==> src/rtl/apb_pkg.sv <==
// Shared definitions for the APB master bridge: FSM state encoding and default widths.
package apb_pkg;

    localparam int unsigned APB_ADDR_WIDTH     = 8;
    localparam int unsigned APB_DATA_WIDTH     = 32;
    localparam int unsigned APB_TIMEOUT_CYCLES = 16;

    typedef enum logic [1:0] {
        IDLE,
        SETUP,
        ACCESS,
        RESP
    } apb_state_e;

endpackage

==> src/rtl/apb_master_bridge.sv <==
// Single-command APB master: valid/ready command in, valid/ready response out,
// with a PREADY wait timeout that completes the transfer as an error.
module apb_master_bridge
    import apb_pkg::*;
#(
    parameter int unsigned ADDR_WIDTH     = APB_ADDR_WIDTH,
    parameter int unsigned DATA_WIDTH     = APB_DATA_WIDTH,
    parameter int unsigned TIMEOUT_CYCLES = APB_TIMEOUT_CYCLES
) (
    input  logic                  PCLK,
    input  logic                  PRESETn,
    input  logic                  req_valid,
    output logic                  req_ready,
    input  logic                  req_write,
    input  logic [ADDR_WIDTH-1:0] req_addr,
    input  logic [DATA_WIDTH-1:0] req_wdata,
    output logic                  rsp_valid,
    input  logic                  rsp_ready,
    output logic [DATA_WIDTH-1:0] rsp_rdata,
    output logic                  rsp_err,
    output logic                  PSEL,
    output logic                  PENABLE,
    output logic                  PWRITE,
    output logic [ADDR_WIDTH-1:0] PADDR,
    output logic [DATA_WIDTH-1:0] PWDATA,
    input  logic [DATA_WIDTH-1:0] PRDATA,
    input  logic                  PREADY,
    input  logic                  PSLVERR
);

    localparam logic [7:0] TIMEOUT_LIMIT = 8'(TIMEOUT_CYCLES);

    apb_state_e state;
    apb_state_e state_next;
    logic [7:0] wait_cnt;
    logic [7:0] wait_cnt_inc;
    logic       accept;
    logic       complete;
    logic       timeout;

    always_ff @(posedge PCLK or negedge PRESETn) begin
        if (!PRESETn) begin
            state <= IDLE;
        end else begin
            state <= state_next;
        end
    end

    always_comb begin
        state_next   = state;
        req_ready    = 1'b0;
        rsp_valid    = 1'b0;
        PSEL         = 1'b0;
        PENABLE      = 1'b0;
        accept       = 1'b0;
        complete     = 1'b0;
        timeout      = 1'b0;
        wait_cnt_inc = wait_cnt + 8'd1;
        case (state)
            IDLE: begin
                req_ready = 1'b1;
                if (req_valid) begin
                    accept     = 1'b1;
                    state_next = SETUP;
                end
            end
            SETUP: begin
                PSEL       = 1'b1;
                state_next = ACCESS;
            end
            ACCESS: begin
                PSEL    = 1'b1;
                PENABLE = 1'b1;
                // PREADY wins over a timeout landing in the same cycle
                if (PREADY) begin
                    complete   = 1'b1;
                    state_next = RESP;
                end else if (wait_cnt_inc == TIMEOUT_LIMIT) begin
                    timeout    = 1'b1;
                    state_next = RESP;
                end
            end
            RESP: begin
                rsp_valid = 1'b1;
                if (rsp_ready) begin
                    state_next = IDLE;
                end
            end
            default: state_next = IDLE;
        endcase
    end

    always_ff @(posedge PCLK or negedge PRESETn) begin
        if (!PRESETn) begin
            wait_cnt  <= '0;
            PWRITE    <= 1'b0;
            PADDR     <= '0;
            PWDATA    <= '0;
            rsp_rdata <= '0;
            rsp_err   <= 1'b0;
        end else begin
            if (accept) begin
                PWRITE   <= req_write;
                PADDR    <= req_addr;
                PWDATA   <= req_wdata;
                wait_cnt <= '0;
            end
            if (state == ACCESS && !PREADY) begin
                wait_cnt <= wait_cnt_inc;
            end
            if (complete) begin
                rsp_rdata <= (PWRITE || PSLVERR) ? '0 : PRDATA;
                rsp_err   <= PSLVERR;
            end
            if (timeout) begin
                rsp_rdata <= '0;
                rsp_err   <= 1'b1;
            end
        end
    end

endmodule

==> config.mk <==
export PLATFORM = sky130hd
export DESIGN_NAME = apb_master_bridge
export DESIGN_NICKNAME = d
export VERILOG_FILES = /design/src/rtl/apb_pkg.sv /design/src/rtl/apb_master_bridge.sv
export SDC_FILE = /design/constraint.sdc
export NUM_CORES = 1
export LEC_CHECK = 0
export ABC_AREA = 1
export ABC_CLOCK_PERIOD_IN_PS = 2500
export CAP_MARGIN = 25
export CORE_ASPECT_RATIO = 2
export CORE_MARGIN = 4
export CORE_UTILIZATION = 44
export DETAILED_ROUTE_END_ITERATION = 10
export PLACE_DENSITY = 0.81
export SYNTH_ARGS = -nofsm -noshare
export SYNTH_HDL_FRONTEND = slang
export SYNTH_SLANG_ARGS = --single-unit
==> constraint.sdc <==
create_clock -name PCLK -period 2.5 [get_ports PCLK]
set_clock_uncertainty 0.1 [all_clocks]
set_input_delay 0.625 -clock PCLK [delete_from_list [all_inputs] [get_ports PCLK]]
set_output_delay 0.625 -clock PCLK [all_outputs]
set_load 0.02 [all_outputs]
After elaboration in Yosys (flattened, before gate mapping). Cells that the tools add are included.

Add/subtract/negate cells: 1. Eq/ne operators: 7. Muxes and demuxes: 23. Reduce and logical (&&, ||, !) cells: 8.

Operator list (number): $mux W32 (3); $mux W8 (2); $mux W1 (13); $add A8 B1 Y8 const B (1); $eq A8 B5 Y1 const B (1); $mux W2 (4); $pmux W2 S4 (1); $eq A2 B2 Y1 const B (2); $ne A2 B2 Y1 const B (2); $reduce_bool A2 Y1 (2); $ne A3 B3 Y1 const B (1); $reduce_and A3 Y1 (1); $eq A2 B1 Y1 const B (1); $logic_not A2 Y1 (1); $reduce_or A2 Y1 (1); $logic_and A1 B1 Y1 (1); $logic_not A1 Y1 (1); $logic_or A1 B1 Y1 (1).

Register bits after elaboration: 84. Input bits: 79. Output and inout bits: 78. Logic and storage cells: 46.

Longest topological paths before layout.
Depth after elaboration: 6. Depth in mapped cells: 11. Gate-level depth less buffers: 11.

Worst setup path after synthesis. No wires, ideal clock.

Path type: register to register. From: register state[0]. To: register rsp_rdata[1]. Setup time: 0.113 ns. Arrival: 1.782 ns. Data required time: 2.287 ns. Setup slack: 0.505 ns. Stages on the path, launching flop included: 11. Path buffers: 1. Clock period less this slack: 1.995 ns. Path through: dfrtp_1 inv_1 ha_1 buf_2 inv_2 nor2_1 nand4_2 nand2_1 inv_1 nand2_1 inv_1.

Longest elaborated chain between the ends: 3. Elaborated cells between the ends (all ways): 5. Those cells by class: eq/ne: 1; mux: 3; reduce/logical: 1.

Ends and longest elaborated chain: start, declared (line apb_master_bridge.sv:33) `apb_state_e state;`; start signal, assigned (line apb_master_bridge.sv:45) `state <= state_next;`; $eq A2 B2 Y1 * (line apb_master_bridge.sv:59) `case (state)`; $mux W1 (line apb_master_bridge.sv:59); $mux W32 or $reduce_bool A2 Y1 (tied branches); end signal, assigned (line apb_master_bridge.sv:112) `rsp_rdata <= (PWRITE || PSLVERR) ? '0 : PRDATA;`; end, declared (line apb_master_bridge.sv:19) `output logic [DATA_WIDTH-1:0] rsp_rdata,`.

Every way passes the cells marked *; elsewhere a longest branch is shown, timed or not. A chain may end at the register's enable or synchronous reset.

Worst setup path in the final report.
From: register state[0]. To: output port req_ready.

Longest elaborated chain between the ends: 2.

Ends and longest elaborated chain: $logic_not A2 Y1 (line apb_master_bridge.sv:59); $mux W1 (line apb_master_bridge.sv:59); end, declared (line apb_master_bridge.sv:13) `output logic req_ready,`.

No other way between the ends.

==> out/results.ini <==
[outcome]
status = completed

[clock_tree]
cts_root_buffer = clkbuf_16
cts_buffer_depth = 2
holdBufCountCts = 0
clkLatencyLatePin_ns = 0.34
tritoncts = built
cts.sinks = 84
cts_made_buffers = 9
cts_setup_buffers = 0
path_clk_slew_ns = 0.06
cts_max_level = 3
cts_resized = 0

[power]
p_per_area_mw_per_mm2 = 1210
p_leak_uw = 0.00287
max-vdd-ir-drop_v = 0.000921

[logic_synthesis]
synth_cells = 420
ys_warn_count = 0
netlist_top_cells_area = dfrtp_1, mux2_2, nand2_1
syn_area_sq_mm = 0.00397
synth_top_area_cell = dfrtp_1
synth_top_area_share = 0.529
ys_seq_area_frac = 0.529
synth_seq_cells = 84
synthesis.nets = 503
syn_avg_cell_area_sq_um = 9.46
yosysUniqueCellTypes = 24

[finish]
finalNonFillerCells = 684
multiInputGateArea_sq_mm = 0.00151
drive_gt1_frac = 0.152
nets = 662
final_cell_area_sq_mm = 0.00596
area_growth_syn_to_layout_pct = 50.0
insertedDiodeCount = 0
fillers = 660
seq_area_sq_mm = 0.00210

[drt]
post_drt_via_cell_ratio = 5.05
drc = 0
drtPass1Iterations = 4
vias = 3451
wl_mm = 10.4
avgRoutedWirePerCell_um = 15.2
drt_iter0_drc = 208
ant_nets = 0

[timing]
tightest_slew_ns = 0.540
tns_ns = 0
fmax_mhz = 414
fin_crit_ns = 2.42
slew_viol_final = 0
period_share = 0.967
finalHoldViolCount = 0
setup_viol = 0
rsz0062_at_grt = false
max_slew_margin = 0.639

[die]
rows = 48
num_io_pins = 157
core_area_sq_mm = 0.00871
die_h_um = 142
start_util = 0.456
die_x_um = 75.2
dieArea_sq_mm = 0.0107

[placement]
place_congestion = 0.853
io_buffers = 156
dpl.cell_count = 668
place_area_sq_mm = 0.00564
hpwl_mm = 8.06

[flow_run]
max_cap_violations = 0

[worst_hold_path]
min_path_type = in -> async

[global_routing]
antenna_found_initial = 0
grt_max_degree = 41
first_global_vias = 3586
grt_pass1_wl_mm = 16.9
grt_usage = 0.206
grt_overflow = 0

[worst_setup_path]
worst_ep_arrival_time_ns = 1.69
critPathMaxFanout = 3
crit_type = reg -> out
start_kind = flip-flop
worstSetupEndpointType = output pin
crit_required_ns = 1.77

[Yosys cell counts, drive strengths merged]
library cell	n
clkbuf	8
nand4	5
o21ai	5
dfrtp	84
mux2	41
nor2	33
o22ai	3
ha	4
nor3	1
nand3	65
or2	1
clkinv	2
buf	9
inv	65
nor3b	1
nand2	92
o31ai	1
[worst paths after layout]
check                            start       endpoint  slack (ns)  cells past startpoint
setup reg to reg           wait_cnt[1]  rsp_rdata[22]        0.33                      9
hold / removal                 PRESETn        rsp_err        0.10                      1
setup / recovery              state[0]      req_ready        0.08                      3
max in group asynchronous      PRESETn      PWDATA[4]        1.61                      2
min in group PCLK           PWDATA[15]     PWDATA[15]        0.41                      1
hold reg to reg             PWDATA[15]     PWDATA[15]        0.41                      1
[power by group]
group          internal [uW]  total (uW)  leakage, uW  switching [uW]
clock network            810        1360     0.000146             554
registers               1960        2310      0.00105             353
logic                   1730        3520      0.00168            1790
[state kept, by name, indices dropped and copies added (netlist names)]
register	flops
PWDATA	32
rsp_rdata	32
PADDR	8
wait_cnt	8
state	2
PWRITE	1
rsp_err	1
[critical path, cell delays in order, from the launching register on]
cell and delay [ns]:
dfrtp_1 0.40, inv_1 0.10, ha_1 0.21, clkdlybuf4s50_1 0.64
[layout make-up]
class,instances,share of cell area
tap,100,0.0210
inverter,67,0.0422
timing repair buffer,165,0.278
clock buffer,10,0.0401
sequential,84,0.353
clock inverter,6,0.0120
multi-input combinational,252,0.254
[per-stage QoR]
stage / hold slack, ns / setup slack [ns] / total power (uW) / utilization
2_1_floorplan: 0.229 / 0.505 / 4190 / -
3_3_place_gp: 0.383 / 0.407 / 5790 / 0.648
3_5_place_dp: 0.396 / 0.321 / 5880 / 0.648
4_1_cts: 0.112 / 0.0386 / 7270 / 0.684
5_1_grt: 0.120 / 0.0126 / 7640 / 0.684
6_report: 0.102 / 0.0818 / 7190 / 0.684
[cell usage in the layout, fill, tap and decap left out]
master           Yosys  layout
nand4_4              1       1
or2_2                1       1
dfrtp_1             84      84
inv_1               63      63
inv_2                2       2
nand3_2             10      10
dlymetal6s2s_1       0       1
mux2_2              41      41
nand3_1             55      55
nor3_2               1       1
nor2_1              30      30
nand4_1              3       3
bufinv_16            0       1
nor3b_1              1       1
buf_12               0       2
nand2_2              2       3
ha_1                 4       4
nand2_1             90      89
clkbuf_16            0       9
buf_4                0       8
clkdlybuf4s50_1      0     154
clkinvlp_4           0       2
o31ai_1              1       1
clkinv_1             2       2
nand4_2              1       1
nor2_4               3       3
o22ai_1              3       3
clkinv_4             0       1
inv_6                0       2
o21ai_1              5       5
clkbuf_8             0       1
[metal layers]
layer | share of wire | wire length, um | vias to the layer above | GRT usage
li1 | - | - | 1646 | -
met1 | 0.35 | 3590 | 1647 | 0.219
met2 | 0.54 | 5600 | 129 | 0.356
met3 | 0.072 | 747 | 29 | 0.0665
met4 | 0.043 | 442 | 0 | 0.0968
met5 | 0 | 0 | - | 0
[cell families (layout without fill, tap and decap cells)]
| kind of cell | after synthesis | count (layout) | share of synthesized area |
|---|---|---|---|
| flip-flops | 84 | 84 | 0.529 |
| buffers and inverters | 84 | 248 | 0.0901 |
| AO/OA/AOI/OAI | 9 | 9 | 0.0129 |
| AND/OR/NAND/NOR | 198 | 198 | 0.239 |
| multiplexers | 41 | 41 | 0.116 |
| adder cells (fa/ha/maj) | 4 | 4 | 0.0126 |
(Power assumes the default switching activity.)
